### src/rtl/tile_line_sequencer.sv
// Per-scanline tile fetch sequencer: reads tilemap entries and 4bpp pattern words
// from VRAM, applies scroll and flips, and hands words to the line renderer.
module tile_line_sequencer #(
   parameter int          NUM_TILES    = 41,
   parameter logic [12:0] TILEMAP_BASE = 13'h1800
) (
   input  logic        clk,
   input  logic        reset,
   input  logic        line_start,
   input  logic [7:0]  vline,
   input  logic [8:0]  scrollx,
   input  logic [7:0]  scrolly,
   input  logic        enable,
   output logic [12:0] vaddr,
   output logic        vren,
   input  logic        vack,
   input  logic [15:0] vrdata,
   output logic        render_start,
   output logic [8:0]  render_idx,
   output logic [15:0] render_data,
   input  logic        render_busy,
   input  logic        render_last_pixel,
   output logic        active,
   output logic        line_done
);

   localparam int            NW     = $clog2(NUM_TILES + 1);
   localparam logic [NW-1:0] LAST_N = NW'(NUM_TILES - 1);

   typedef enum logic [2:0] {
      IDLE,
      MAP,
      PAT0,
      PAT1,
      ISS0,
      ISS1,
      DONE
   } state_t;

   state_t        state;
   logic [7:0]    y;
   logic [2:0]    fx;
   logic [5:0]    col;
   logic [NW-1:0] n;
   logic [8:0]    tile;
   logic [2:0]    fy;
   logic          hflip;
   logic [15:0]   w0;
   logic [15:0]   w1;

   logic [7:0]    y_start;
   logic [2:0]    fy_entry;
   logic [5:0]    col_next;
   logic          start_line;
   logic          issue;

   // Reverses the renderer pixel order (7:4, 3:0, 15:12, 11:8) within one word.
   function automatic logic [15:0] mirror(input logic [15:0] w);
      return {w[3:0], w[7:4], w[11:8], w[15:12]};
   endfunction

   function automatic logic [12:0] map_addr(input logic [7:0] yy, input logic [5:0] cc);
      return TILEMAP_BASE + {2'b00, yy[7:3], cc};
   endfunction

   assign y_start    = vline + scrolly;
   assign start_line = line_start && enable;
   assign fy_entry   = vrdata[10] ? ~y[2:0] : y[2:0];
   assign col_next   = col + 6'd1;

   // Issue may coincide with the renderer's final pixel so words stream back-to-back.
   assign issue        = ((state == ISS0) || (state == ISS1)) && (!render_busy || render_last_pixel);
   assign render_start = issue;

   always_ff @(posedge clk) begin
      if (reset) begin
         state       <= IDLE;
         vren        <= 1'b0;
         vaddr       <= 13'd0;
         render_idx  <= 9'd0;
         render_data <= 16'd0;
         active      <= 1'b0;
         line_done   <= 1'b0;
      end else begin
         line_done <= 1'b0;
         if (start_line) begin
            // A new line pre-empts everything, including an unacknowledged request.
            y      <= y_start;
            fx     <= scrollx[2:0];
            col    <= scrollx[8:3];
            n      <= '0;
            active <= 1'b1;
            vren   <= 1'b1;
            vaddr  <= map_addr(y_start, scrollx[8:3]);
            state  <= MAP;
         end else begin
            case (state)
               IDLE: begin
                  vren <= 1'b0;
               end
               MAP: begin
                  if (vack) begin
                     tile  <= vrdata[8:0];
                     hflip <= vrdata[9];
                     fy    <= fy_entry;
                     vaddr <= {vrdata[8:0], fy_entry, 1'b0};
                     state <= PAT0;
                  end
               end
               PAT0: begin
                  if (vack) begin
                     w0    <= vrdata;
                     vaddr <= {tile, fy, 1'b1};
                     state <= PAT1;
                  end
               end
               PAT1: begin
                  if (vack) begin
                     w1          <= vrdata;
                     vren        <= 1'b0;
                     render_data <= hflip ? mirror(vrdata) : w0;
                     render_idx  <= 9'({n, 3'b000}) - {6'd0, fx};
                     state       <= ISS0;
                  end
               end
               ISS0: begin
                  if (issue) begin
                     render_data <= hflip ? mirror(w0) : w1;
                     render_idx  <= render_idx + 9'd4;
                     state       <= ISS1;
                  end
               end
               ISS1: begin
                  if (issue) begin
                     n   <= n + 1'b1;
                     col <= col_next;
                     if (n == LAST_N) begin
                        line_done <= 1'b1;
                        active    <= 1'b0;
                        state     <= DONE;
                     end else begin
                        vren  <= 1'b1;
                        vaddr <= map_addr(y, col_next);
                        state <= MAP;
                     end
                  end
               end
               DONE: begin
                  state <= IDLE;
               end
               default: begin
                  vren  <= 1'b0;
                  state <= IDLE;
               end
            endcase
         end
      end
   end

endmodule

### config.mk
export PLATFORM = sky130hd
export DESIGN_NAME = tile_line_sequencer
export DESIGN_NICKNAME = d
export VERILOG_FILES = /design/src/rtl/tile_line_sequencer.sv
export SDC_FILE = /design/constraint.sdc
export NUM_CORES = 1
export LEC_CHECK = 0
export ABC_AREA = 1
export BUFFER_PORTS_ARGS = -buffer_cell sky130_fd_sc_hd__buf_2
export CORE_ASPECT_RATIO = 1.2
export CORE_UTILIZATION = 28
export CTS_CLUSTER_SIZE = 8
export DETAILED_ROUTE_END_ITERATION = 12
export PLACE_DENSITY = 0.51
export SETUP_SLACK_MARGIN = 0.5
export SLEW_MARGIN = 10
export SYNTH_ARGS = -nofsm -noshare
export SYNTH_HDL_FRONTEND = slang
export SYNTH_SLANG_ARGS = --single-unit
export TNS_END_PERCENT = 30
### constraint.sdc
create_clock -name clk -period 3.8 [get_ports clk]
set_input_delay 0.76 -clock clk [delete_from_list [all_inputs] [get_ports clk]]
set_output_delay 0.76 -clock clk [all_outputs]
set_load 0.05 [all_outputs]
==> flow_summary.json <==
{
  "skew_ns": 0.00779,
  "fp-row-count": 57,
  "power_per_cell_area_nw_per_um2": 390,
  "drt_pass1_iterations": 4,
  "p_sw_mw": 0.750,
  "cp_max_fo": 8,
  "cts_max_path_buffers": 2,
  "synth_top_flop_cell": "edfxtp_1",
  "io_buffer_count": 89,
  "period_share_pct": 68.5,
  "clk_latency_ns": 0.36,
  "cts_root_buf": "clkbuf_16",
  "synthesis.nets": 730,
  "hold_path_class": "flop to flop",
  "synth.top_cell.area_share_pct": 34.8,
  "internal_power_mw": 1.92,
  "ys_top_cells_by_area": "edfxtp_1 35%, dfxtp_1 15%, nand2_1 10%, nor2_1 6.4%, o21ai_0 3.2%",
  "cts_buffers": 9,
  "drtAntennaViolNets": 0,
  "die_h_um": 161,
  "rr_worst_depth": 8,
  "pwr-share-clk_pct": 34.5,
  "hpwl_um": 10600,
  "ys_async_sr_fraction_pct": 0,
  "ctsResizeCount": 0,
  "vias": 4673,
  "cts.sinks": 112,
  "grt_max_degree": 47,
  "start_util_pct": 28.8,
  "finalNetCount": 817,
  "hold_path_depth": 2,
  "p_seq_share_pct": 50.7,
  "r2r_setup_slack_ns": 1.56,
  "place_congestion": 0.805,
  "slew_headroom_pct": 62.7,
  "start_kind": "flop",
  "rsz0062_at_grt": "false",
  "cts_setup_buffers": 0,
  "num_io_pins": 90,
  "place_ws_ns": 1.45,
  "hp-start": "render_idx[0]",
  "hold_violations": 0,
  "grtUsageTotal_pct": 14.2,
  "drc": 0,
  "timing.rr.start": "state[2]",
  "grt_pass1_wl_um": 23500,
  "die_w_um": 134,
  "viasPerCell": 4.56,
  "cp.required_ns": 3.04,
  "die-area_sq_um": 21600,
  "ctsHtreeMaxLevel": 3,
  "holdPathEnd": "render_idx[0]",
  "crit_type": "flop to output pin",
  "wl_per_cell_um": 14.4,
  "yosys_warnings": 0,
  "peakVddDrop_v": 0.000216,
  "avgSynthCellArea_sq_um": 8.80,
  "finalSetupTns_ns": 0,
  "grt_pass1_vias": 4527,
  "fin_ws_ns": 1.20,
  "synth_edf_count": 68,
  "sw_frac_of_total_pct": 28.1,
  "leakage_nw": 3.07,
  "crit_path_end_kind": "output pin",
  "antenna_found_initial": 0,
  "arrival_ns": 1.84,
  "synthCells": 668,
  "ys_ff_latch": 112,
  "max_freq_ghz": 0.384,
  "regToRegEndpoint": "render_data[4]",
  "gr-total-overflow": 0,
  "cts_tree": "yes",
  "n_antenna_cell": 0,
  "power_frac_comb_pct": 14.8,
  "synth_cell_types": 43,
  "min_period_ns": 2.60,
  "finalWirelength_um": 14800,
  "core_area_sq_um": 20400,
  "status": "finished, final reports clean",
  "max_slew.worst_pin.slew_ns": 0.558,
  "drtIter0Drc": 294,
  "syn_to_final_growth_pct": 16.6,
  "yosys.area.top_type": "edfxtp_1",
  "finalSetupViolations": 0,
  "path_clk_slew_ns": 0.07,
  "slew_viol_final": 0,
  "drive_gt1_share_pct": 22.1,
  "synth-seq-area-share_pct": 49.7,
  "timing.max_cap.violations": 0,
  "hold_buffers": 0,
  "syn_area_sq_um": 5880
}
## registers in the layout, indices dropped and copies added (netlist names), 3 cells and up
| signal | flops |
|---|---|
| y | 8 |
| fx | 3 |
| w1 | 16 |
| render_data | 16 |
| w0 | 16 |
| col | 6 |
| render_idx | 9 |
| state | 3 |
| tile | 9 |
| fy | 3 |
| n | 6 |
| vaddr | 13 |
## Yosys cell counts (2+ instances only)
library cell    n
ha_1           13
nand4_1         5
dfxtp_1        44
xor2_1          8
inv_2           3
edfxtp_1       68
nand2_4         2
o21ai_1        15
nand2_2         2
nor3_1          4
nor2_2         14
mux2i_1        16
a31oi_1         2
buf_6           4
o21ai_0        37
inv_1          46
a21oi_1        21
buf_2           7
nand2_1       158
nand3_2         5
mux2_2         16
xnor2_1         4
buf_4           4
nor2_1        100
nand3b_1       11
clkbuf_1        6
or2_2           2
nand3_1        36
## per-stage QoR
step | hold WS (ns) | cell area (sq um) | std cells | util, % | power (mW)
floorplan | 0.521 | 5880 | 668 | - | 1.66
global placement | 0.435 | 6570 | 1009 | 32.2 | 1.78
detailed placement | 0.434 | 6570 | 1009 | 32.2 | 1.78
CTS | 0.446 | 6850 | 1025 | 33.6 | 2.71
global route | 0.458 | 6850 | 1025 | 33.6 | 2.80
finish | 0.442 | 6850 | 1025 | 33.6 | 2.67
## logic make-up after synthesis
family,Yosys count,synth area share (%)
flops,112,49.7
simple gates,343,25.7
xor+xnor,12,1.79
compound gates,80,7.43
fa+ha+maj,14,3.11
buf+inv,75,6.39
mux,32,5.79
## power by group through the flow
stage / logic, mW / registers (mW) / clock network (mW)
CTS: 0.403 / 1.35 / 0.954
global placement: 0.400 / 1.38 / 0
floorplan: 0.205 / 1.46 / 0
finish: 0.397 / 1.35 / 0.922
detailed placement: 0.401 / 1.38 / 0
global route: 0.444 / 1.36 / 0.998
## area by class of cell
| type | count | area [sq um] |
|---|---|---|
| fill | 2200 | 13500 |
| clock buffer | 10 | 239 |
| timing repair buffer | 100 | 528 |
| multi-input combinational | 481 | 2580 |
| inverter | 51 | 204 |
| sequential | 112 | 2920 |
| clock inverter | 6 | 41.3 |
| tap | 265 | 332 |
## worst max-delay path: stages (launching register included)
cell	delay [ns]
dfxtp_1	0.53
ha_1	0.27
nand2_1	0.23
inv_1	0.18
buf_2	0.28
## metal layers
metal  routed length, um  part of all wire [%]  vias to the layer above  track usage, %
li1                    -                     -                     2394               -
met1                6730                    45                     2155            17.8
met2                7160                    48                      106            24.0
met3                 614                   4.1                       18            2.24
met4                 290                   2.0                        0            5.87
met5                   0                     0                        -               0
## layout by cell type, fill, tap and decap left out, drive strengths merged, types with 2 or more instances in the layout
cell    synthesis  layout
nand2         162     162
nor2          116     116
buf            18     100
edfxtp         68      68
o21ai          54      54
inv            50      52
dfxtp          44      44
nand3          41      41
a21oi          21      21
mux2i          16      16
mux2           16      16
ha             13      13
nand3b         11      11
clkbuf          6      10
xor2            8       8
nand4           5       5
clkinv          1       5
xnor2           4       4
nor3            4       4
or2             2       2
a31oi           2       2
## worst max-delay path by stage
stage                                 to         startpoint  slack, ns
after floorplan                    w1[0]         line_start       0.85
after global placement      render_start  render_last_pixel       1.46
after detailed placement  render_data[4]        render_busy       1.45
after CTS                   render_start           state[2]       1.18
after global routing        render_start           state[2]       1.10
final                       render_start           state[2]       1.20
Note: power is estimated with default switching activity, not from simulation.
